File: src/rtl/alu_issue_ctrl.sv
// Issue stage in front of the combinational ALU. Holds the 8-entry register
// file, sequences each instruction through READ/EXEC/WB, and keeps the
// architectural status flags.
//
// state | meaning
// ------+----------------------------------------------------------
// IDLE  | ready for an instruction word
// IMM   | waiting for the immediate word (B operand)
// READ  | read operands from the register file into the ALU inputs
// EXEC  | ALU enabled, result and flags captured at the edge
// WB    | done pulse, write back register and/or status flags
module alu_issue_ctrl #(
   parameter int NREGS = 8,
   parameter int DW    = 16
) (
   input  logic                     clk,
   input  logic                     rst,
   input  logic [DW-1:0]            instr,
   input  logic                     instr_valid,
   output logic                     instr_ready,
   output logic [DW-1:0]            alu_A,
   output logic [DW-1:0]            alu_B,
   output logic                     alu_enable,
   output logic [5:0]               alu_opcode,
   input  logic [DW-1:0]            alu_result,
   input  logic [3:0]               alu_flags,
   output logic [3:0]               status_flags,
   output logic                     done,
   output logic                     illegal,
   input  logic [$clog2(NREGS)-1:0] dbg_addr,
   output logic [DW-1:0]            dbg_data
);

   localparam int AW = $clog2(NREGS);

   // ALU opcode encodings shared with the ALU
   localparam logic [5:0] ALU_NOP = 6'd0;
   localparam logic [5:0] ALU_ADD = 6'd1;
   localparam logic [5:0] ALU_SUB = 6'd2;
   localparam logic [5:0] ALU_LSR = 6'd3;
   localparam logic [5:0] ALU_LSL = 6'd4;
   localparam logic [5:0] ALU_RSR = 6'd5;
   localparam logic [5:0] ALU_RSL = 6'd6;
   localparam logic [5:0] ALU_MUL = 6'd7;
   localparam logic [5:0] ALU_DIV = 6'd8;
   localparam logic [5:0] ALU_MOD = 6'd9;
   localparam logic [5:0] ALU_AND = 6'd10;
   localparam logic [5:0] ALU_OR  = 6'd11;
   localparam logic [5:0] ALU_XOR = 6'd12;
   localparam logic [5:0] ALU_NOT = 6'd13;
   localparam logic [5:0] ALU_INC = 6'd14;
   localparam logic [5:0] ALU_DEC = 6'd15;
   localparam logic [5:0] ALU_CMP = 6'd16;
   localparam logic [5:0] ALU_TST = 6'd17;

   typedef enum logic [2:0] {
      S_IDLE,
      S_IMM,
      S_READ,
      S_EXEC,
      S_WB
   } state_t;

   state_t          state;
   logic [DW-1:0]   regs [NREGS];
   logic [5:0]      opcode_q;
   logic [AW-1:0]   rd_q;
   logic [AW-1:0]   rs_q;
   logic            imm_q;
   logic [DW-1:0]   imm_word_q;
   logic [DW-1:0]   result_q;
   logic [3:0]      flags_q;

   function automatic logic op_writes_reg(input logic [5:0] op);
      case (op)
         ALU_ADD, ALU_SUB, ALU_LSR, ALU_LSL, ALU_RSR, ALU_RSL, ALU_MUL,
         ALU_DIV, ALU_MOD, ALU_AND, ALU_OR,  ALU_XOR, ALU_NOT, ALU_INC,
         ALU_DEC: op_writes_reg = 1'b1;
         default: op_writes_reg = 1'b0;
      endcase
   endfunction

   // Everything that writes a register also updates flags, plus CMP/TST
   function automatic logic op_writes_flags(input logic [5:0] op);
      op_writes_flags = op_writes_reg(op) || (op == ALU_CMP) || (op == ALU_TST);
   endfunction

   function automatic logic op_defined(input logic [5:0] op);
      op_defined = op_writes_flags(op) || (op == ALU_NOP);
   endfunction

   assign instr_ready = (state == S_IDLE) || (state == S_IMM);
   assign dbg_data    = regs[dbg_addr];

   // Issue sequencer, register file and status flag register
   always_ff @(posedge clk) begin
      if (rst) begin
         state        <= S_IDLE;
         for (int i = 0; i < NREGS; i++) regs[i] <= '0;
         status_flags <= '0;
         alu_A        <= '0;
         alu_B        <= '0;
         alu_opcode   <= '0;
         alu_enable   <= 1'b0;
         done         <= 1'b0;
         illegal      <= 1'b0;
         opcode_q     <= '0;
         rd_q         <= '0;
         rs_q         <= '0;
         imm_q        <= 1'b0;
         imm_word_q   <= '0;
         result_q     <= '0;
         flags_q      <= '0;
      end else begin
         done       <= 1'b0;
         illegal    <= 1'b0;
         alu_enable <= 1'b0;
         case (state)
            S_IDLE: begin
               if (instr_valid) begin
                  opcode_q <= instr[15:10];
                  rd_q     <= instr[9:7];
                  rs_q     <= instr[6:4];
                  imm_q    <= instr[3];
                  state    <= instr[3] ? S_IMM : S_READ;
               end
            end
            S_IMM: begin
               if (instr_valid) begin
                  imm_word_q <= instr;
                  state      <= S_READ;
               end
            end
            S_READ: begin
               // operands go straight into the registered ALU inputs
               alu_A      <= regs[rd_q];
               alu_B      <= imm_q ? imm_word_q : regs[rs_q];
               alu_opcode <= opcode_q;
               alu_enable <= 1'b1;
               state      <= S_EXEC;
            end
            S_EXEC: begin
               result_q <= alu_result;
               flags_q  <= alu_flags;
               done     <= 1'b1;
               illegal  <= !op_defined(opcode_q);
               state    <= S_WB;
            end
            S_WB: begin
               if (op_writes_reg(opcode_q))   regs[rd_q]   <= result_q;
               if (op_writes_flags(opcode_q)) status_flags <= flags_q;
               state <= S_IDLE;
            end
            default: state <= S_IDLE;
         endcase
      end
   end

endmodule

File: config.mk
export PLATFORM = sky130hd
export DESIGN_NAME = alu_issue_ctrl
export DESIGN_NICKNAME = d
export VERILOG_FILES = /design/src/rtl/alu_issue_ctrl.sv
export SDC_FILE = /design/constraint.sdc
export NUM_CORES = 1
export LEC_CHECK = 0
export CAP_MARGIN = 40
export CORE_ASPECT_RATIO = 1.1
export CORE_MARGIN = 2
export CORE_UTILIZATION = 65
export CTS_CLUSTER_SIZE = 16
export DETAILED_ROUTE_END_ITERATION = 16
export DONT_BUFFER_PORTS = 1
export GPL_TIMING_DRIVEN = 0
export PLACE_DENSITY = 0.79
export REMOVE_ABC_BUFFERS = 1
export SYNTH_ARGS = -nofsm -noshare
export SYNTH_HDL_FRONTEND = slang
export SYNTH_SLANG_ARGS = --single-unit
File: constraint.sdc
create_clock -name clk -period 2.8 [get_ports clk]
set_input_delay 0.28 -clock clk [delete_from_list [all_inputs] [get_ports clk]]
set_output_delay 0.28 -clock clk [all_outputs]
set_load 0.02 [all_outputs]
# Yosys cells after proc, flatten, opt, wreduce, memory -nomap -nowiden
# Memory sizes are Yosys's and may differ from the RTL's. A register that Yosys moved wholly into a read port is not among the register bits.
# Index checks and enable logic that the tools add are counted.
# word_totals
ff_bits	81
latch_bits	0
ram_bits	128
rom_bits	48
out_inout_bits	62
mem_count	4
# op_classes
addsub	0
multipliers	0
div_mod_pow	0
order_cmp	0
eq_ne	8
shifts	0
muxes	33
n_bitwise	1
n_reduce_logical	16
# memory_table
name	depth	width	rd	rd_clocked_by_memory_dff	wr	line_no	rtl
regs	8	16	3	2	8	65	logic [DW-1:0] regs [NREGS];
(name not given)	16	1	1	1	0	75	case (op)
(name not given)	16	1	1	1	0	75	
(name not given)	16	1	1	1	0	75	
# ops
operator	count
16-bit two-way mux	2
4-bit two-way mux	6
1-bit two-way mux	18
16-bit OR reduction	1
3-bit two-way mux	5
6-bit by 5-bit equality test with 1-bit output, second input constant	2
3-bit case mux with 4 select lines	1
2-bit AND reduction	4
3-bit by 2-bit equality test with 1-bit output, second input constant	2
6-bit zero test	1
1-bit logical OR	6
2-bit != test, second input constant	2
3-bit by 1-bit equality test with 1-bit output, second input constant	1
3-bit equality test, second input constant	1
3-bit zero test	1
2-bit zero test	1
2-bit two-way mux	1
2-bit OR reduction	1
1-bit zero test	1
1-bit inverter	1

# Longest topological paths before layout
# logic_depth
word_depth	10
ltp_mapped	7

# Worst setup path before layout
# Ideal clock, no wire load.
# synth_timing
path_kind	input port to output port
start	input dbg_addr[0]
end	output dbg_data[11]
t_arrival_ps	1641
t_required_ps	2520
slack_ps	879
cell_stages	4
path_buffers	2
cell_sequence	clkbuf_1 -> buf_2 -> mux4_2 -> mux2_2
# synth_via
elab_chain_cells	1
# synth_rtl
item	line_no	rtl
start, declared	30	input logic [$clog2(NREGS)-1:0] dbg_addr,
memory 8 x 16 bit	--	
end, declared	31	output logic [DW-1:0] dbg_data
# No other way between the ends.

==> impl_metrics.py <==
metrics = {
    "layout": {
        "n_antenna_cell": 0,
        "fin_cells": 1227,
        "final_cell_area_mm2": 0.01290,
        "fin_nets": 1015,
        "area.growth.synth_to_final_pct": 11.62,
        "drive_above_1_share_pct": 17.09,
    },
    "pwr": {
        "p_leak_nw": 4.514,
        "power.density_mw_per_mm2": 588.8,
        "ir_worst_vdd_v": 0.0004168,
    },
    "flow_run": {
        "maxCapViolCount": 0,
    },
    "global_routing": {
        "antenna_found_initial": 0,
        "grt.total_usage_pct": 33.03,
        "grt_pass1_wl_um": 46890,
        "grt_max_degree": 94,
        "grt_overflow": 0,
        "first_global_vias": 8054,
    },
    "place": {
        "placed_area_mm2": 0.01177,
        "routabilityCongestion": 0.8701,
        "dp_cells": 1146,
        "portBuffers": 0,
        "place_hpwl_um": 18520,
    },
    "outcome": {
        "status": "finished, final reports clean",
    },
    "critical_path": {
        "path_cells": "nor2b_1 -> nand2_1 -> nor2_2 -> buf_8 -> or2_2",
        "slowest_delay_ns": 0.59,
        "endpoint_kind": "register",
        "crit_buf_inv": 1,
        "cp.required_ns": 2.94,
        "slowest_stage": "dfxtp_2",
        "start_kind": "register",
        "cpLargestDelayFamily": "simple AND/OR/NAND/NOR gates",
        "path_max_fanout": 16,
        "reg2reg_from": "rd_q[2]",
        "arrival_ns": 2.87,
        "crit_start": "rd_q[2]",
        "path_class": "reg -> reg",
    },
    "timing": {
        "finalSetupViolations": 0,
        "grt_setup_unrepaired": "no",
        "period_needed_ns": 2.730,
        "timing.hold.ws_ns": 0.03122,
        "timing_max_transition_violations_final": 0,
        "fin_setup_tns_ns": 0,
        "post-route-period-util_pct": 97.50,
        "skew_ns": 0.008299,
        "slew_headroom_pct": 40.17,
        "fmax_ghz": 0.3663,
        "max_slew.worst_pin.slew_ns": 0.8935,
        "hold_viol_final": 0,
    },
    "route": {
        "vias_per_cell": 6.561,
        "vias": 8050,
        "drt_iter0_drc": 767,
        "drc": 0,
        "detail-route-antenna-nets": 0,
        "wl_um": 30840,
        "wl_per_cell_um": 25.13,
        "first_pass_iters": 5,
    },
    "cts": {
        "cts_tree": "built",
        "clk_latency_ns": 0.51,
        "cts.clk_slew.worst_paths_ns": 0.06,
        "cts_root_buffer": "clkbuf_16",
        "numCtsBuffers": 23,
        "cts_max_level": 1,
        "cts_max_path_buffers": 3,
        "cts.sinks": 229,
    },
    "floorplanning": {
        "rows": 51,
        "die_w_um": 131.2,
        "num_io_pins": 104,
        "die_area_mm2": 0.01887,
        "initial_utilization_pct": 65.88,
        "die_h_um": 143.9,
        "core_mm2": 0.01755,
    },
    "synth": {
        "synthArstFlopShare_pct": 0,
        "netlist_instances": 965,
        "synth_warnings": 0,
        "ys_types": 49,
        "synth.avg_cell_area_um2": 11.98,
        "yosys_most_used_dff": "edfxtp_1",
        "ys_ff_latch": 229,
        "synth_area_mm2": 0.01156,
        "synth_edf_count": 128,
        "yosysSeqAreaShare_pct": 50.74,
    },
    "min_path": {
        "worstHoldStart": "instr_valid",
        "hold_class": "in -> reg",
    },
}
final timing paths:
kind / depth (start not counted) / slack (ns) / endpoint
setup / recovery: 5 / 0.07 / regs[6][9]
hold / removal: 3 / 0.03 / state[1]
setup reg to reg: 5 / 0.07 / regs[6][9]
hold reg to reg: 2 / 0.45 / flags_q[3]
layer usage:
metal  share of wire, %  routed length, um  global-route usage [%]  vias to the layer above
li1                   -                  -                       -                     3549
met1                 37              11320                   39.99                     3926
met2                 49              15080                   56.65                      457
met3                9.9               3064                   8.466                      118
met4                4.4               1371                   14.65                        0
met5                  0                  0                       0                        -
through the flow:
| step | util [%] | worst slack (ns) | total power [mW] |
|---|---|---|---|
| 2_1_floorplan | - | -0.4701 | 4.432 |
| 3_3_place_gp | 65.53 | -2.885 | 4.626 |
| 3_5_place_dp | 67.06 | -0.4779 | 4.677 |
| 4_1_cts | 73.46 | 0.05246 | 7.578 |
| 5_1_grt | 73.53 | 0.005012 | 7.799 |
| 6_report | 73.53 | 0.07013 | 7.597 |
cells in the final DEF, fill, tap and decap left out, drive strengths merged, types with 27 or more instances in the layout:
| master | n |
|---|---|
| a21oi | 100 |
| dlygate4sd3 | 38 |
| mux2i | 27 |
| clkbuf | 35 |
| and2 | 128 |
| mux2 | 43 |
| nand2 | 134 |
| o21ai | 36 |
| mux4 | 77 |
| edfxtp | 128 |
| dfxtp | 101 |
repair_timing:
item | 4_1_cts | 5_1_grt
gates cloned | 0 | 0
setup endpoints to repair | 80 | 16
resized for setup | 7 | 1
endpoints found under the hold margin | 97 | 1
hold buffers | 38 | 1
buffers inserted | 1 | 0
cell usage after synthesis, types with 2 or more instances:
| library cell | number | area share, % |
|---|---|---|
| or2_2 | 9 | 0.49 |
| o32ai_1 | 2 | 0.15 |
| o31ai_1 | 3 | 0.19 |
| mux4_1 | 30 | 6.8 |
| nor2_2 | 7 | 0.38 |
| buf_4 | 6 | 0.39 |
| o22ai_1 | 6 | 0.32 |
| a21oi_1 | 100 | 4.3 |
| buf_1 | 5 | 0.16 |
| clkbuf_2 | 4 | 0.17 |
| dfxtp_1 | 101 | 17 |
| mux2i_1 | 27 | 2.3 |
| mux2_2 | 43 | 4.2 |
| o41ai_1 | 2 | 0.15 |
| inv_1 | 18 | 0.58 |
| buf_6 | 4 | 0.39 |
| edfxtp_1 | 128 | 33 |
| nor2_1 | 18 | 0.58 |
| clkbuf_1 | 33 | 1.1 |
| nand3b_1 | 9 | 0.58 |
| a211oi_1 | 8 | 0.52 |
| mux4_2 | 47 | 9.2 |
| nand2_1 | 134 | 4.4 |
| nor3b_2 | 2 | 0.22 |
| o21ai_0 | 19 | 0.82 |
| o21ai_1 | 17 | 0.74 |
| nor3_1 | 3 | 0.13 |
| and2_1 | 128 | 6.9 |
| nor2b_1 | 4 | 0.22 |
| buf_2 | 21 | 0.91 |
| o221ai_1 | 3 | 0.23 |
| nand2b_1 | 6 | 0.32 |
| nand3_1 | 2 | 0.087 |
worst register-to-register path, stage by stage, from the launching register on:
cell and delay, ns:
dfxtp_2 0.59, nor2b_1 0.28, nand2_1 0.26, nor2_2 0.46, buf_8 0.23, or2_2 0.54
sequential cells by signal, summed over array words and instances (netlist names), 4 cells and up, named ones only:
signal / flops
flags_q: 4
result_q: 16
alu_A: 16
status_flags: 4
alu_B: 16
imm_word_q: 16
regs: 128
opcode_q: 6
alu_opcode: 6
final cells by class:
type	count	area (um2)
inverter	19	71.32
clock inverter	6	57.56
sequential	229	5873
multi-input combinational	644	5290
timing repair buffer	56	688.2
clock buffer	35	625.6
tap	238	297.8
fill	1141	4644
power breakdown:
group / switching, mW / total [mW] / internal, mW
registers: 0.207 / 3.89 / 3.68
clock network: 1.25 / 2.88 / 1.63
logic: 0.428 / 0.827 / 0.399
kinds of logic (layout without fill, tap and decap cells):
group,Yosys count,in the layout,share of synthesized area [%]
mux,147,147,22.50
buf+inv,92,116,3.712
simple gates,332,332,15.22
compound gates,165,165,7.826
flops,229,229,50.74
Note: power is estimated with default switching activity, not from simulation.
